[src/rtl/mmio_fabric_pkg.sv]
// Shared types and defaults for the MMIO fabric: FSM state encoding, parameter
// defaults and a constant-foldable clog2 used to size the slave-select field.
package mmio_fabric_pkg;

  typedef enum logic [1:0] {
    ST_IDLE   = 2'd0,
    ST_ACCESS = 2'd1,
    ST_RESP   = 2'd2
  } state_e;

  localparam int DEF_NUM_SLV     = 4;
  localparam int DEF_DW          = 32;
  localparam int DEF_SEL_LSB     = 8;
  localparam int DEF_TIMEOUT_CYC = 16;

  function automatic int clog2(input int n);
    int r;
    r = 0;
    for (int i = 0; i < 31; i++) begin
      if ((1 << r) < n) r = r + 1;
    end
    return r;
  endfunction

endpackage

[src/rtl/mmio_fabric_addr_dec.sv]
// Combinational slave-select decoder: extracts the select field from an address
// and flags whether it names an existing slave channel.
module mmio_addr_dec
  import mmio_fabric_pkg::*;
#(
  parameter int NUM_SLV = DEF_NUM_SLV,
  parameter int SEL_LSB = DEF_SEL_LSB,
  parameter int IW      = clog2(DEF_NUM_SLV) + 1
) (
  input  logic [31:0]   addr_i,
  output logic [IW-1:0] idx_o,
  output logic          in_range_o
);

  // The field is one bit wider than needed so indices past NUM_SLV are visible.
  localparam logic [IW-1:0] NUM_SLV_W = IW'(NUM_SLV);

  logic unused_addr_bits;

  assign idx_o            = addr_i[SEL_LSB +: IW];
  assign in_range_o       = (idx_o < NUM_SLV_W);
  assign unused_addr_bits = ^addr_i;

endmodule

[src/rtl/mmio_fabric.sv]
// Single-master MMIO fabric: one outstanding request routed to NUM_SLV slave
// channels. Optional wait-state timeout enabled by macro MMIO_FABRIC_TIMEOUT_EN.
//
// Handshake: a request transfers on a clk edge where req_valid && req_ready;
// req_ready is high only while idle. A response is a single-cycle rsp_valid
// pulse with rsp_err/rsp_rdata valid in that cycle. A slave completes the
// access by raising its slv_ready bit while its slv_sel bit is high.
module mmio_fabric
  import mmio_fabric_pkg::*;
#(
  parameter int NUM_SLV     = DEF_NUM_SLV,
  parameter int DW          = DEF_DW,
  parameter int SEL_LSB     = DEF_SEL_LSB,
  parameter int TIMEOUT_CYC = DEF_TIMEOUT_CYC
) (
  input  logic                  clk,
  input  logic                  rst,
  input  logic                  req_valid,
  output logic                  req_ready,
  input  logic                  req_we,
  input  logic [31:0]           req_addr,
  input  logic [DW-1:0]         req_wdata,
  output logic                  rsp_valid,
  output logic                  rsp_err,
  output logic [DW-1:0]         rsp_rdata,
  output logic [NUM_SLV-1:0]    slv_sel,
  output logic                  slv_we,
  output logic [31:0]           slv_addr,
  output logic [DW-1:0]         slv_wdata,
  input  logic [NUM_SLV*DW-1:0] slv_rdata,
  input  logic [NUM_SLV-1:0]    slv_ready,
  output logic [7:0]            err_cnt,
  output logic [1:0]            dbg_state
);

  localparam int IW = clog2(NUM_SLV) + 1;

  state_e               state_q;
  logic [31:0]          addr_q;
  logic                 we_q;
  logic [DW-1:0]        wdata_q;
  logic [NUM_SLV-1:0]   sel_q;
  logic                 rsp_valid_q;
  logic                 rsp_err_q;
  logic [DW-1:0]        rsp_rdata_q;
  logic [7:0]           err_cnt_q;

  logic [IW-1:0]        dec_idx;
  logic                 dec_hit;
  logic [NUM_SLV-1:0]   dec_onehot;
  logic                 sel_ready;
  logic [DW-1:0]        sel_rdata;
  logic [7:0]           err_cnt_inc;

`ifdef MMIO_FABRIC_TIMEOUT_EN
  localparam logic [7:0] TO_LAST = 8'(TIMEOUT_CYC - 1);
  logic [7:0]           wait_q;
`endif

  mmio_addr_dec #(
    .NUM_SLV (NUM_SLV),
    .SEL_LSB (SEL_LSB),
    .IW      (IW)
  ) u_dec (
    .addr_i     (req_addr),
    .idx_o      (dec_idx),
    .in_range_o (dec_hit)
  );

  always_comb begin
    dec_onehot = '0;
    for (int i = 0; i < NUM_SLV; i++) begin
      dec_onehot[i] = (dec_idx == IW'(i));
    end
  end

  // Route through the registered one-hot select so unselected channels never
  // contribute to ready or read data.
  always_comb begin
    sel_ready = |(slv_ready & sel_q);
    sel_rdata = '0;
    for (int i = 0; i < NUM_SLV; i++) begin
      if (sel_q[i]) sel_rdata = sel_rdata | slv_rdata[i*DW +: DW];
    end
  end

  assign err_cnt_inc = (err_cnt_q == 8'hFF) ? err_cnt_q : err_cnt_q + 8'd1;

  always_ff @(posedge clk or negedge rst) begin
    if (!rst) begin
      state_q     <= ST_IDLE;
      addr_q      <= '0;
      we_q        <= 1'b0;
      wdata_q     <= '0;
      sel_q       <= '0;
      rsp_valid_q <= 1'b0;
      rsp_err_q   <= 1'b0;
      rsp_rdata_q <= '0;
      err_cnt_q   <= '0;
`ifdef MMIO_FABRIC_TIMEOUT_EN
      wait_q      <= '0;
`endif
    end else begin
      case (state_q)
        ST_IDLE: begin
          if (req_valid) begin
            addr_q  <= req_addr;
            we_q    <= req_we;
            wdata_q <= req_wdata;
            if (dec_hit) begin
              state_q <= ST_ACCESS;
              sel_q   <= dec_onehot;
`ifdef MMIO_FABRIC_TIMEOUT_EN
              wait_q  <= '0;
`endif
            end else begin
              state_q     <= ST_RESP;
              rsp_valid_q <= 1'b1;
              rsp_err_q   <= 1'b1;
              rsp_rdata_q <= '0;
              err_cnt_q   <= err_cnt_inc;
            end
          end
        end
        ST_ACCESS: begin
          // Ready is tested first so a slave answering on the timeout cycle wins.
          if (sel_ready) begin
            state_q     <= ST_RESP;
            sel_q       <= '0;
            rsp_valid_q <= 1'b1;
            rsp_err_q   <= 1'b0;
            rsp_rdata_q <= sel_rdata;
          end
`ifdef MMIO_FABRIC_TIMEOUT_EN
          else if (wait_q == TO_LAST) begin
            state_q     <= ST_RESP;
            sel_q       <= '0;
            wait_q      <= wait_q + 8'd1;
            rsp_valid_q <= 1'b1;
            rsp_err_q   <= 1'b1;
            rsp_rdata_q <= '0;
            err_cnt_q   <= err_cnt_inc;
          end else begin
            wait_q <= wait_q + 8'd1;
          end
`endif
        end
        ST_RESP: begin
          rsp_valid_q <= 1'b0;
          state_q     <= ST_IDLE;
        end
        default: begin
          state_q     <= ST_IDLE;
          sel_q       <= '0;
          rsp_valid_q <= 1'b0;
        end
      endcase
    end
  end

  assign req_ready = (state_q == ST_IDLE);
  assign rsp_valid = rsp_valid_q;
  assign rsp_err   = rsp_err_q;
  assign rsp_rdata = rsp_rdata_q;
  assign slv_sel   = sel_q;
  assign slv_we    = we_q;
  assign slv_addr  = addr_q;
  assign slv_wdata = wdata_q;
  assign err_cnt   = err_cnt_q;
  assign dbg_state = state_q;

endmodule
[config.mk]
export PLATFORM = sky130hd
export DESIGN_NAME = mmio_fabric
export DESIGN_NICKNAME = d
export VERILOG_FILES = /design/src/rtl/mmio_fabric_pkg.sv /design/src/rtl/mmio_fabric_addr_dec.sv /design/src/rtl/mmio_fabric.sv
export SDC_FILE = /design/constraint.sdc
export NUM_CORES = 1
export LEC_CHECK = 0
export ABC_AREA = 1
export BUFFER_PORTS_ARGS = -buffer_cell sky130_fd_sc_hd__buf_2
export CORE_AREA = 2 2 120 122
export DETAILED_ROUTE_END_ITERATION = 10
export DIE_AREA = 0 0 122 124
export GPL_TIMING_DRIVEN = 0
export PLACE_DENSITY = 0.78
export SLEW_MARGIN = 10
export SYNTH_ARGS = -nofsm -noshare
export SYNTH_HDL_FRONTEND = slang
export SYNTH_SLANG_ARGS = --single-unit
[constraint.sdc]
create_clock -name clk -period 3.25 [get_ports clk]
set_clock_uncertainty 0.05 [all_clocks]
set_input_delay 0.1625 -clock clk [delete_from_list [all_inputs] [get_ports clk]]
set_output_delay 0.1625 -clock clk [all_outputs]
set_load 0.02 [all_outputs]
* Word-level counts from Yosys, hierarchy flattened
Cells that the tools add are included.
** Operators by class
- Order comparisons :: 1
- Add/subtract/negate cells :: 1
- Multiplexer cells :: 22
- Bitwise logic cells :: 7
- Equality and inequality tests :: 10
- Reductions and logical operators :: 10
** Operator list (number)
- $mux 32 :: 7
- $or 32x32->32 :: 3
- $pmux 32 s2 :: 1
- $mux 4 :: 3
- $pmux 4 s3 :: 1
- $reduce_and 4->1 :: 3
- $add 8x1->8 const B :: 1
- $eq 8x8->1 const B :: 1
- $eq 3x2->1 const B :: 2
- $mux 2 :: 3
- $ne 2x2->1 const B :: 3
- $and 4x4->4 :: 1
- $mux 1 :: 4
- $pmux 1 s2 :: 2
- $pmux 2 s2 :: 1
- $reduce_and 2->1 :: 2
- $reduce_or 4->1 :: 1
- $eq 3x1->1 const B :: 1
- $logic_not 3->1 :: 1
- $lt 3x3->1 const B :: 1
- $not 1->1 :: 3
- $reduce_and 3->1 :: 1
- $eq 2x1->1 const B :: 1
- $eq 2x2->1 const B :: 1
- 3 further kinds :: 3
** Word-level totals
- Bits of input ports :: 200
- Bits in registers :: 113
- Logic and storage cells :: 60
- Output and inout bits :: 114

* Longest topological paths before layout
Gate-level depths: netlist of the first run.
- Depth after elaboration :: 9
- Gate-level depth with buffers :: 9
- Mapped depth without buffers :: 8

* Modules after synthesis
A second synthesis of the first run with hierarchy kept.
** Second synthesis, totals
- Cell total of the unflattened synthesis :: 583
- Area total of the unflattened synthesis :: 5599.1 um^2
** Modules (own cells, without submodules)
- mmio_fabric :: area each 5572.8 um^2, seq. area each 2827.7 um^2, cells an instance 579, instances 1
- mmio_addr_dec :: area each 26.3 um^2, seq. area each 0.0 um^2, cells an instance 4, instances 1

* Worst setup path after synthesis of the first run
OpenSTA, ideal clock, no wires.
- Path kind :: reg-to-reg
- Start :: register err_cnt_q[1], in the netlist err_cnt[1]
- End :: register err_cnt_q[5], in the netlist err_cnt[5]
- Arrival :: 1.301 ns
- Setup slack :: 1.783 ns
- Cell stages (with the launch flop) :: 9
- Setup time :: 0.117 ns
- Required time :: 3.083 ns
- Buffers on the path :: 0
- Clock period less this slack :: 1.467 ns
- Path through :: dfrtp_1 -> ha_1 -> nand2_1 -> nor2_1 -> nand2_1 -> nand3_4 -> inv_2 -> nand2_1 -> nand2_1
** On the way
- Word-level cells in the longest chain between the ends :: 3
- Elaborated cells between the ends (all ways) :: 4
- Those cells by class :: add/sub (1); eq/ne (1); bitwise (1); reduce/logical (1)
** Ends and longest elaborated chain
- start, declared :: RTL line mmio_fabric.sv:46 : logic [7:0] err_cnt_q;
- start signal, assigned :: RTL line mmio_fabric.sv:121 : err_cnt_q <= err_cnt_inc;
- branches (longest 3 deep; another with $add 8x1->8)
Parallel ways; which one is timed is not known.
A chain may end at the register's enable or synchronous reset.

* Worst setup path in the final report of the first run
- Start :: register sel_q[3], in the netlist slv_sel[3]
- End :: register rsp_rdata_q[8], in the netlist rsp_rdata[8]
** On the way
- Word-level cells in the longest chain between the ends :: 4
- Elaborated cells between the ends (all ways) :: 7
- Those cells by class :: eq/ne (1); mux (3); bitwise (1); reduce/logical (2)
** Ends and longest elaborated chain
- start, declared :: RTL line mmio_fabric.sv:42 : logic [NUM_SLV-1:0] sel_q;
- start signal, assigned :: RTL line mmio_fabric.sv:112 : sel_q <= dec_onehot;
- $and 4x4->4 :: RTL line mmio_fabric.sv:80 : sel_ready = |(slv_ready & sel_q);
- $reduce_or 4->1 :: RTL line mmio_fabric.sv:80
- $ne 2x2->1 (no line)
- $reduce_and 4->1 (no line)
- end signal, assigned :: RTL line mmio_fabric.sv:132 : rsp_rdata_q <= sel_rdata;
- end, declared :: RTL line mmio_fabric.sv:45 : logic [DW-1:0] rsp_rdata_q;
Several ways; a longest one is shown, not always the timed one. The select of a mux whose other input is x is not followed.

==> results of run 1 <==
## where the power goes
| group | leakage, nW | total (mW) | internal, mW | switching [mW] |
|---|---|---|---|---|
| Sequential | 1.46 | 2.21 | 1.92 | 0.297 |
| Combinational | 3.10 | 3.16 | 1.02 | 2.14 |
| Clock | 0.284 | 1.73 | 1.09 | 0.641 |
| Total | 4.84 | 7.10 | 4.02 | 3.08 |
## Yosys cell counts
cell      count  share of area [%]
nor2_2        3               0.35
nand2_1     432                 30
ha_1          1               0.23
a21oi_2       1               0.16
nand2_2       2               0.23
dfrtp_1     113                 53
buf_4         2               0.28
buf_6         3               0.63
buf_2        14                1.3
xor2_1        4               0.65
a21boi_0      1               0.14
xnor2_1       1               0.16
nand2_4       1               0.21
nor2_1        8               0.56
inv_2         5               0.35
clkbuf_1     20                1.4
nand3_4       2               0.65
nand3_1      41                3.8
o21ai_0       4               0.37
inv_1        13               0.91
nand4_1      38                4.4
## worst max-delay path, stage by stage, from the launching register on
cell and delay, ps:
dfrtp_1 360, buf_2 200, clkbuf_1 550, nand2_1 130
nand4_1 170, nand3_1 110, nand2_1 90
## per-stage QoR
step	area (um2)	std cells	power [mW]	hold WS [ps]
finish	8370	1298	7.10	30.7
global route	8370	1298	7.56	44.1
CTS	8370	1298	7.10	24.1
detailed placement	7180	1203	5.29	113
global placement	7150	1202	5.22	312
floorplan	5350	709	4.12	-183
## placed cells by master, fill, tap and decap left out, drive strengths merged
cell	count
nand4	38
dlygate4sd3	63
nand3	43
clkinv	8
dfrtp	113
nand2	435
xnor2	1
a21boi	1
ha	1
clkbuf	43
xor2	4
buf	333
o21ai	4
inv	18
nor2	11
a21oi	1
clkinvlp	1
## final cells by class
cell class / instances / area (um2)
fill: 1238 / 5350
sequential: 113 / 2830
inverter: 18 / 67.6
buffer: 39 / 194
timing repair buffer: 377 / 2230
clock buffer: 23 / 508
tap: 180 / 225
multi-input combinational: 539 / 2260
clock inverter: 9 / 55.1
## metal layers
layer	GRT usage, %	up-vias	wire length, um
met4	11.6	0	591
li1	-	3018	-
met3	6.36	55	1250
met5	0	-	0
met1	30.8	2870	7870
met2	43.6	275	9840
## cell families after synthesis
family / count (synthesis)
buffers and inverters: 57
flip-flops: 113
adder cells (fa/ha/maj): 1
AND/OR/NAND/NOR: 527
AO/OA/AOI/OAI: 6
XOR/XNOR: 5
## how the worst min path moves through the flow
stage	endpoint	startpoint	slack, ps	depth (start not counted)
after global routing	rsp_err	req_addr[10]	40	3
after global placement	slv_wdata[3]	req_wdata[3]	310	3
after floorplan	dbg_state[0]	rst	-180	0
final	slv_addr[10]	req_addr[10]	30	3
after CTS	rsp_rdata[26]	slv_rdata[26]	20	5
after detailed placement	rsp_rdata[23]	rst	110	1
## timing repair
action | 4_1_cts | 5_1_grt
endpoints found under the setup margin | 0 | 0
hold buffers | 63 | 0
endpoints found under the hold margin | 121 | 0
## flip-flops by register name (all words and copies together), names as in the netlist
name,flops
rsp_rdata,32
slv_addr,32
slv_wdata,32
err_cnt,8
slv_sel,4
dbg_state,2
rsp_err,1
rsp_valid,1
slv_we,1
==> results by group, run 1 <==
Floorplanning
  • Die Ht: between 100 and 150 um
  • I/O pin count: 314
  • Core area: 13700 um2
  • Starting Density: 39.0%
  • Std-Cell Rows: 43
  • Die area: around 15000 um2
  • Die X: between 100 and 150 um

Run
  • Max_cap viols: 0

Power and ir drop
  • PD cells: 848 nW/um2
  • Peak supply drop: 0.574 mV
  • Leak: 4.84 nW

CTS
  • Post-cts sizing count: 0
  • Clk slew on worst S/H paths: roughly 50 ps
  • Clock buffer depth: 2
  • Clk sinks: 113
  • CTS buffer count: 17
  • # H-tree levels: 4
  • Root Buffer Master: clkbuf_16
  • Post-CTS setup buffer count: 0
  • CTS tree: yes
  • Latest clock arrival within the worst-skew pair: 410 ps

Placement
  • GPL Wtd Cong: around 0.98
  • Detailed placement HPWL: 13800 um
  • Pre-CTS setup slack: 1590 ps
  • Port Buffer Count: 313

Timing
  • Pins Over Slew Limit: 0
  • Slack of the critical path: 1520 ps
  • Final Setup Violations: 0
  • RSZ-0062 raised after global routing: no
  • Period minus WS final: 1730 ps
  • Final Cycle Share: 53.3%
  • TNS Setup: 0 ps
  • Max_slew headroom: 54.7%
  • Max Clock Freq: 0.577 GHz
  • Hold Violations, Final: 0
  • Tightest Pin Transition: 680 ps

Worst setup path
  • Worst setup EP type: register
  • R2R setup slack: around 1500 ps
  • R2R Path Start: slv_sel[3]
  • CP max FO: 10
  • RR Endpoint: rsp_rdata[8]
  • Critical path class: register to register
  • WP data required: 3540 ps
  • Critical path data arrival time: 2030 ps
  • Crit path capture: rsp_rdata[8]
  • R2R cell count: 6
  • Crit path from: slv_sel[3]
  • Crit path launch type: register

Routing
  • Vias/cell: 4.79
  • Drt pass-1 iters: 6
  • Iteration-0 DRC Markers: 387
  • Post-Route WL: 19600 um
  • Wire per inst: 15.1 um
  • Via Count: 6218
  • Residual DRC: 0
  • Antenna violation net count after detailed routing: 0

Synthesis
  • Synthesis Warnings: 0
  • Seq/Total Area, Yosys: 52.8%
  • Post-Synth XOR/XNOR Area: 0.818%
  • Post-synth cell types: 21
  • Adder-Cell Fraction of Synth Area: 0.234%
  • Mux contribution to synthesized area: 0%
  • Post-synthesis compound-gate area fraction: less than 1%
  • Largest family of logic cells by synthesized area: simple AND/OR/NAND/NOR gates
  • #FFs+latches synth: 113
  • Mapped cell area: around 5400 um2
  • Post-Synthesis Cells: 709
  • Post-Synth Simple-Gate Area: 40.6%
  • Syn nets: 910
  • Synth Area per Inst: 7.55 um2

Finish
  • Fraction of layout cells with a size suffix above 1: 33.9%
  • Nets: 1306
  • Layout area overhead: 56.4%
  • ANT cells: 0
  • Post-layout util: 61.0%

Status
  • Outcome: finished clean

Global route
  • Remaining global-route overflow: 0
  • Vias in the first global route: between 5000 and 6000
  • First-pass GRT wire length: 29400 um
  • Total GRT Usage: 25.6%
  • Largest net degree at the start of global routing: 61
  • Initial antenna violation count: 0

Worst hold path
  • HP Class: primary input to register
Power figures use the tool's default switching activity.
==> run 2, diff against run 1 <==
- CORE_AREA: 2 2 120 122 -> 2 2 121 123
- DIE_AREA: 0 0 122 124 -> 0 0 123 125
- PLACE_DENSITY: 0.78 -> 0.77
- clock period: 3.25 -> 1.63 ns (I/O delays scaled with it)
==> results by group, run 2 (same netlist as run 1, synthesis figures left out) <==
Finish
  • Multi-input logic area: 2280 um2 (was 2260 um2)
  • FF+latch area: 2830 um2 (about the same)
  • Fraction of layout cells with a size suffix above 1: 32.8% (was 33.9%)
  • Nets: 1389 (was 1306)
  • Highest-count cells in the layout ignoring fill and taps: 432 x nand2_1, 326 x buf_2, 145 x dlygate4sd3_1, 112 x dfrtp_1, 41 x nand3_1 (was 432 x nand2_1, 326 x buf_2, 113 x dfrtp_1, 63 x dlygate4sd3_1, 41 x nand3_1)
  • ANT cells: 0 (unchanged)
  • # fillers: 1120 (was 1238)
  • Layout area overhead: 74.2% (was 56.4%)
  • Final Cell Area: 9330 um2 (was 8370 um2)
  • Most common cell after layout, fill and taps aside: nand2_1 (unchanged)

Timing
  • Hold Violations, Final: 0 (unchanged)
  • Final Cycle Share: 97.1% (was 53.3%)
  • Pins Over Slew Limit: 0 (unchanged)
  • RSZ-0062 raised after global routing: yes (was no)
  • Tightest Pin Transition: 484 ps (was 680 ps)
  • Max_slew headroom: 67.7% (was 54.7%)
  • Final Setup Violations: 0 (unchanged)
  • Max Clock Freq: 0.632 GHz (was 0.577 GHz)
  • Period minus WS final: 1580 ps (was 1730 ps)

CTS
  • Clk slew on worst S/H paths: 60 ps (was 50 ps)
  • Clk sinks: 113 (unchanged)
  • Root Buffer Master: clkbuf_16 (unchanged)
  • Clock buffer depth: 2 (unchanged)
  • # H-tree levels: 4 (unchanged)
  • Latest clock arrival within the worst-skew pair: 410 ps (about the same)
  • CTS tree: yes (unchanged)
  • CTS buffer count: 17 (unchanged)

Placement
  • Detailed placement HPWL: 13600 um (was 13800 um)
  • GPL Wtd Cong: 0.861 (was 0.977)
  • Placed Area: 7180 um2 (about the same)
  • Port Buffer Count: 313 (unchanged)

Worst setup path
  • CP max FO: 10 (unchanged)
  • Crit-path cells: buf_2, nand2_1, nand2_1, nor2_4, inv_1, buf_2, nand3_1, nand2_1 (was buf_2, clkbuf_1, nand2_1, nand4_1, nand3_1, nand2_1)
  • CP dominant cell by count: nand2_1 (unchanged)
  • Critical path data arrival time: 1880 ps (was 2030 ps)
  • WP data required: 1930 ps (was 3540 ps)
  • RR Endpoint: rsp_rdata[29] (was rsp_rdata[8])
  • Slowest-stage cell, CP: dfrtp_1 (was clkbuf_1)
  • R2R cell count: 8 (was 6)
  • Critical path class: register to register (unchanged)
  • Crit path launch type: register (unchanged)
  • R2R setup slack: 50 ps (was 1520 ps)
  • R2R Path Start: slv_sel[1] (was slv_sel[3])
  • Crit path largest cell delay: 370 ps (was 550 ps)
  • Worst setup EP type: register (unchanged)

Floorplanning
  • Die area: 15400 um2 (was 15100 um2)
  • Starting Density: 37.7% (was 39.0%)
  • Die X: 123 um (was 122 um)
  • Die Ht: 125 um (was 124 um)
  • Core area: 14200 um2 (was 13700 um2)
  • I/O pin count: 314 (unchanged)
  • Std-Cell Rows: 44 (was 43)

Status
  • Outcome: finished clean (unchanged)

Routing
  • Vias/cell: 5.02 (was 4.79)
  • Drt pass-1 iters: 6 (unchanged)
  • Post-Route WL: 22600 um (was 19600 um)
  • Antenna violation net count after detailed routing: 0 (unchanged)
  • Iteration-0 DRC Markers: 525 (was 387)
  • Via Count: 6941 (was 6218)
  • Wire per inst: 16.4 um (was 15.1 um)
  • Residual DRC: 0 (unchanged)

Worst hold path
  • HP Class: primary input to register (unchanged)
  • WHS Endpoint: rsp_rdata[1] (was slv_addr[10])
  • Hold path start: slv_rdata[1] (was req_addr[10])
  • WHS Path Cells: 5 (was 3)

Run
  • Max_cap viols: 0 (unchanged)

Global route
  • First-pass GRT wire length: 35400 um (was 29400 um)
  • Remaining global-route overflow: 0 (unchanged)
  • Total GRT Usage: 29.6% (was 25.6%)
  • Largest net degree at the start of global routing: 72 (was 61)
  • Vias in the first global route: 7173 (was 5980)
  • Initial antenna violation count: 0 (unchanged)

Power and ir drop
  • Cell Int Power: 8.82 mW (was 4.02 mW)
  • Sw Ratio: 41.7% (was 43.4%)
  • Power Total: 15.1 mW (was 7.10 mW)
  • Clock network fraction of total power: 26.9% (was 24.4%)
  • Peak supply drop: 1.25 mV (was 0.574 mV)
  • Leak: 5.28 nW (was 4.84 nW)
  • Reg power frac: 29.3% (was 31.2%)
  • PD cells: 1620 nW/um2 (was 848 nW/um2)
  • Psw: 6.32 mW (was 3.08 mW)
  • Logic pwr share: 43.8% (was 44.5%)
-- run 2: power groups by stage --
| stage | combinational [mW] | clock, mW | sequential [mW] |
|---|---|---|---|
| after detailed placement | 6.09 | 0 | 4.41 |
| after floorplan | 2.55 | 0 | 5.65 |
| after CTS | 6.39 | 4.11 | 4.39 |
| final | 6.63 | 4.08 | 4.44 |
| after global placement | 5.98 | 0 | 4.39 |
| after global routing | 7.21 | 4.27 | 4.55 |
-- run 2: per-layer routing --
layer  routed length, um  vias up  global-route usage, %
met2               11000      409                   48.8
met3                1800      139                   9.49
met1                8540     3212                   33.2
li1                    -     3181                      -
met4                1300        0                   17.4
met5                   0        -                      0
-- run 2: worst max-delay path by stage --
stage / to / startpoint / cells past startpoint / slack (ps)
after global routing: rsp_rdata[3] / slv_sel[2] / 9 / -10
after CTS: rsp_rdata[8] / slv_sel[0] / 9 / 20
final: rsp_rdata[29] / slv_sel[1] / 8 / 50
after floorplan: err_cnt[5] / err_cnt[1] / 8 / 160
after detailed placement: rsp_rdata[17] / slv_sel[0] / 8 / -30
after global placement: slv_wdata[17] / rst / 1 / -930
-- run 2: worst max-delay path: cells and delay by family (launching register included) --
family                 cells  cell delay [ps]
buffers and inverters      3              620
AND/OR/NAND/NOR            5              490
flip-flops                 1              370
-- run 2: repair_timing --
item,in CTS,in global routing
hold buffers,145,0
endpoints found under the hold margin,205,0
setup buffers,0,1
endpoints found under the setup margin,17,54
pin swaps,0,1
resized for setup,4,31
-- run 2: area by class of cell --
cell class	instances	share of cell area, %
Buffer	39	2.31
Clock buffer	21	4.94
Multi-Input combinational cell	539	24.5
Sequential cell	113	30.3
Inverter	18	0.724
Clock inverter	10	1.96
Tap cell	184	2.47
Timing Repair Buffer	460	32.8
-- run 2: per-stage QoR --
stage / TNS, ps / instances / setup WS [ps] / hold WS [ps] / util [%]
after floorplan: 0 / 709 / 163 / -264 / -
after global placement: -104040 / 1206 / -932 / 232 / 50.3
after detailed placement: -233 / 1207 / -29.0 / -27.3 / 50.6
after CTS: 0 / 1383 / 25.0 / 0.588 / 65.4
after global routing: -10.4 / 1384 / -9.94 / 13.0 / 65.7
final: 0 / 1384 / 47.3 / 7.91 / 65.7
